`config.mk`:
```
export PLATFORM = sky130hd
export DESIGN_NAME = mips_encode
export DESIGN_NICKNAME = d
export VERILOG_FILES = /design/src/rtl/mips_encode.sv
export SDC_FILE = /design/constraint.sdc
export NUM_CORES = 1
export LEC_CHECK = 0
export ABC_AREA = 1
export BUFFER_PORTS_ARGS = -buffer_cell sky130_fd_sc_hd__buf_2
export CAP_MARGIN = 20
export CORE_UTILIZATION = 30
export DETAILED_ROUTE_END_ITERATION = 10
export GPL_ROUTABILITY_DRIVEN = 0
export PLACE_DENSITY_LB_ADDON = 0.25
export SLEW_MARGIN = 20
export SYNTH_ARGS = -nofsm -noshare
export SYNTH_HDL_FRONTEND = slang
export SYNTH_SLANG_ARGS = --single-unit
```
`constraint.sdc`:
```
create_clock -name clk -period 3.19 [get_ports clk]
set_input_delay 0 -clock clk [delete_from_list [all_inputs] [get_ports clk]]
set_output_delay 0 -clock clk [all_outputs]
set_load 0.05 [all_outputs]
```
`src/rtl/mips_encode.sv`:
```
// mips_encode: packs field-level requests into MIPS words streamed with byte addresses over valid/ready.
// Define ENC_PSEUDO_LI_EN to expand the LI pseudo-instruction into ori, lui or a lui/ori pair.
module mips_encode #(
  parameter logic [31:0] RESET_ADDR = 32'h0040_0000
) (
  input  logic        clk,
  input  logic        rst,
  input  logic        start,
  input  logic [31:0] start_addr,
  input  logic        req_valid,
  output logic        req_ready,
  input  logic [2:0]  req_kind,
  input  logic [5:0]  req_op,
  input  logic [4:0]  req_rs,
  input  logic [4:0]  req_rt,
  input  logic [4:0]  req_rd,
  input  logic [4:0]  req_shamt,
  input  logic [31:0] req_imm,
  output logic        inst_valid,
  input  logic        inst_ready,
  output logic [31:0] inst_word,
  output logic [31:0] inst_addr,
  output logic        enc_err,
  output logic [15:0] word_count
);
  typedef enum logic [1:0] {IDLE, HOLD, HOLD_LI} state_t;
  state_t state_q, state_d;
  logic [31:0] word_q, word_d, addr_q, addr_d;
  logic [15:0] count_q, count_d;
  logic err_q, err_d;
  logic [31:0] enc_w;
  logic enc_ok, accept, xfer;
  logic unused_imm;
`ifdef ENC_PSEUDO_LI_EN
  logic [31:0] ori_q, ori_d, enc_ori;
  logic enc_two;
`endif
  assign unused_imm = ^req_imm[31:28];
  assign inst_valid = state_q != IDLE;
  assign req_ready = state_q == IDLE || (state_q == HOLD && inst_ready);
  assign accept = req_valid & req_ready;
  assign xfer = inst_valid & inst_ready;
  assign inst_word = word_q;
  assign inst_addr = addr_q;
  assign enc_err = err_q;
  assign word_count = count_q;
  always_comb begin
    enc_w = 32'h0;
    enc_ok = 1'b1;
`ifdef ENC_PSEUDO_LI_EN
    enc_two = 1'b0;
    enc_ori = {6'h0D, req_rt, req_rt, req_imm[15:0]};
`endif
    case (req_kind)
      3'd0: enc_w = {6'h00, req_rs, req_rt, req_rd, 5'd0, req_op};
      3'd1: enc_w = {6'h00, 5'd0, req_rt, req_rd, req_shamt, req_op};
      3'd2: enc_w = {req_op, req_rs, req_rt, req_imm[15:0]};
      3'd3: enc_w = {6'h01, req_rs, req_op[4:0], req_imm[15:0]};
      3'd4: enc_w = {req_op, req_imm[27:2]};
`ifdef ENC_PSEUDO_LI_EN
      // A lone ori covers small constants; otherwise lui leads, with ori only if the low half is nonzero
      3'd5: begin
        enc_w = req_imm[31:16] == 16'h0 ? {6'h0D, 5'd0, req_rt, req_imm[15:0]}
                                        : {6'h0F, 5'd0, req_rt, req_imm[31:16]};
        enc_two = req_imm[31:16] != 16'h0 && req_imm[15:0] != 16'h0;
      end
`endif
      default: enc_ok = 1'b0;
    endcase
  end
  always_comb begin
    state_d = xfer ? IDLE : state_q;
    word_d = word_q;
    addr_d = xfer ? addr_q + 32'd4 : addr_q;
    count_d = xfer && count_q != 16'hFFFF ? count_q + 16'd1 : count_q;
    err_d = accept & ~enc_ok;
`ifdef ENC_PSEUDO_LI_EN
    ori_d = ori_q;
    if (state_q == HOLD_LI && xfer) begin
      state_d = HOLD;
      word_d = ori_q;
    end
`endif
    if (accept && enc_ok) begin
      state_d = HOLD;
      word_d = enc_w;
`ifdef ENC_PSEUDO_LI_EN
      if (enc_two) begin
        state_d = HOLD_LI;
        ori_d = enc_ori;
      end
`endif
    end
    if (start) begin
      state_d = IDLE;
      addr_d = start_addr & ~32'd3;
      count_d = 16'h0;
      err_d = 1'b0;
    end
  end
  always_ff @(posedge clk or posedge rst) begin
    if (rst) begin
      state_q <= IDLE;
      word_q <= 32'h0;
      addr_q <= RESET_ADDR;
      count_q <= 16'h0;
      err_q <= 1'b0;
`ifdef ENC_PSEUDO_LI_EN
      ori_q <= 32'h0;
`endif
    end else begin
      state_q <= state_d;
      word_q <= word_d;
      addr_q <= addr_d;
      count_q <= count_d;
      err_q <= err_d;
`ifdef ENC_PSEUDO_LI_EN
      ori_q <= ori_d;
`endif
    end
  end
endmodule
```
==> flow_summary.toml <==
[cells_and_area]
drive_gt1_frac = 0.227
layout.nets = 1055
fin_cells = 1176
fill_cells = 1648
multi_input_area_um2 = 2490
final_common_cell = "nand2_1"
final_cell_area_um2 = 7130
area_delta_synth_final_pct = 47.0
diodes = 0
ff_latch_area_um2 = 2000
final_cell_mix = "nand2_1, buf_2, dlygate4sd3_1, nor2_1, dfrtp_1"
fin_util = 0.451

[routing]
vias = 5525
drtPass1Iterations = 4
via_per_inst = 4.70
ant_nets = 0
drtIter0Drc = 305
wl_mm = 16.8
remaining_drc_errors = 0
wire_per_inst_um = 14.3

[setup_path]
reg2reg_slack_ns = 0.84
worstReg2RegStart = "state_q[0]$_DFFE_PP0P_"
ff2ff_path_depth = 9
cp.arrival_ns = 2.63
reg2reg_to = "inst_word[8]$_DFFE_PP0P_"
start_kind = "flop"
worst_setup_path_end_kind = "flop"
critPathMaxFanout = 34
crit_required_ns = 3.47
critPathKind = "flop to flop"

[timing]
max_freq_mhz = 425
relSlewSlack = 0.505
rsz0062_at_grt = "false"
setup_viol = 0
fin_skew_ns = 0.00654
timing.hold.ws_ns = 0.144
finalCritPeriodShare = 0.738
fin_crit_ns = 2.35
tightest_slew_ns = 0.736
slew_viol_final = 0
finalHoldViolations = 0
fin_tns_setup_ns = 0

[cts]
htreeDepth = 3
clk_pin_slew_worst_paths_ns = 0.06
root_buffer = "clkbuf_16"
cts_num_sinks = 80
cts_buffer_depth = 2
clk_latency_ns = 0.34
post_cts_buffers = 0
numCtsBuffers = 9
cts_tree = "built"

[pwr]
combPwrFrac = 0.315
netSwitchingFraction = 0.375
switching_power_mw = 1.26
p_clk_frac = 0.320
ir_drop_mv = 0.325
leakage_nw = 3.51
pwr-share-seq = 0.366
internal_power_mw = 2.10
pwr_density_cell_nw_per_um2 = 470

[placement]
place_area_um2 = 5900
portBuffers = 172
placed_cells = 1067
dpl.hpwl_mm = 11.4

[logic_synthesis]
yosysSeqAreaShare = 0.413
synth_area_um2 = 4850
synth.distinct_cells = 33
synth.avg_cell_area_um2 = 6.97
synthCells = 696
ys_ff_latch = 80
yosys_warnings = 0

[global_routing]
overflow = 0
antenna_found_initial = 0
grtUsageMet1 = 0.243
grt-busiest-layer = "met2"
grt_first_pass_wirelength_mm = 26.5
use_met2 = 0.367
grt_max_degree = 37
grt_usage = 0.205
grt_pass1_vias = 5366
grt_use_met3 = 0.0376

[floorplan]
core_um2 = 15800
die_area_um2 = 16700
io_pins = 181
fp-row-count = 46
die_h_um = 129
die_w_um = 129
initial_core_util = 0.306

[status]
status = "completed"

[min_path]
hold_class = "input pin to flop"
worstHoldPathCells = 4
min_from = "req_kind[2]"
whs_endpoint = "inst_word[26]$_DFFE_PP0P_"

[job]
cap_violations = 0
synthesized netlist by cell type, drive strengths merged:
master / count / area, µm²
nand2: 234 / 888
nor2: 95 / 404
dfrtp: 79 / 1980
nand3: 74 / 370
inv: 59 / 221
a21oi: 36 / 180
a31oi: 22 / 138
xor2: 19 / 166
buf: 16 / 103
o21ai: 13 / 68.8
clkbuf: 9 / 33.8
nand4: 8 / 50.1
nor3: 8 / 45.0
o211ai: 6 / 45.0
o21bai: 6 / 45.0
a22o: 2 / 17.5
a22oi: 2 / 15.0
ha: 2 / 25.0
and2: 1 / 6.26
clkinv: 1 / 3.75
conb: 1 / 3.75
dfstp: 1 / 26.3
o221ai: 1 / 8.76
xnor2: 1 / 8.76
flip-flops by register name, indices dropped and copies added, names as in the netlist:
signal      flops
enc_err         1
state_q         1
inst_addr      30
inst_word      32
word_count     16
metrics by stage:
step	worst slack (ns)	power, mW
6_report	0.837	3.35
5_1_grt	0.644	3.50
4_1_cts	0.844	3.37
3_5_place_dp	1.27	2.15
3_3_place_gp	1.29	2.15
2_1_floorplan	1.14	1.88
how the worst max path moves through the flow:
stage	start	to	cells past startpoint
CTS	state_q[0]$_DFFE_PP0P_	inst_word[10]$_DFFE_PP0P_	9
global route	state_q[0]$_DFFE_PP0P_	inst_word[20]$_DFFE_PP0P_	9
finish	state_q[0]$_DFFE_PP0P_	inst_word[8]$_DFFE_PP0P_	9
detailed placement	word_count[0]$_DFFE_PP0P_	word_count[2]$_DFFE_PP0P_	9
global placement	word_count[0]$_DFFE_PP0P_	word_count[2]$_DFFE_PP0P_	9
floorplan	rst	enc_err$_DFF_PP0_	1
final cells by class:
cell class,instances,area share
Multi-Input combinational cell,532,0.349
Sequential cell,80,0.281
Timing Repair Buffer,272,0.259
Tap cell,216,0.0379
Clock buffer,11,0.0340
Inverter,60,0.0317
Clock inverter,5,0.00789
power by group through the flow:
| stage | Sequential [mW] | Clock (mW) | Combinational [mW] |
|---|---|---|---|
| after floorplan | 1.60 | 0 | 0.277 |
| after global placement | 1.24 | 0 | 0.907 |
| after detailed placement | 1.24 | 0 | 0.913 |
| after CTS | 1.22 | 1.09 | 1.05 |
| after global routing | 1.24 | 1.13 | 1.13 |
| final | 1.23 | 1.07 | 1.05 |
layer usage:
| metal | share of wire | vias up |
|---|---|---|
| met1 | 0.43 | 2562 |
| li1 | - | 2763 |
| met4 | 0.021 | 0 |
| met3 | 0.057 | 24 |
| met5 | 0 | - |
| met2 | 0.49 | 176 |
repair_timing:
action	in CTS	in global routing
endpoints found under the hold margin	84	0
hold buffers	93	0
gates resized for setup	0	0
worst max-delay path, cell delays in order (launching register included):
cell,delay [ns]
dfrtp_1,0.40
nand2_1,0.12
nand2_1,0.08
inv_1,0.07
nand2_2,0.04
buf_4,0.24
inv_2,0.47
nor2_1,0.08
a31oi_1,0.18
dlygate4sd3_1,0.58
kinds of logic (layout without fill, tap and decap cells):
logic type / Yosys count / count (layout) / synth area share
AO/OA/AOI/OAI: 88 / 88 / 0.107
XOR/XNOR: 20 / 20 / 0.0361
adder cells (fa/ha/maj): 2 / 2 / 0.00516
buffers and inverters: 85 / 348 / 0.0745
flip-flops: 80 / 80 / 0.413
other: 1 / 2 / 0.000773
AND/OR/NAND/NOR: 420 / 420 / 0.364
Power figures use the tool's default switching activity.
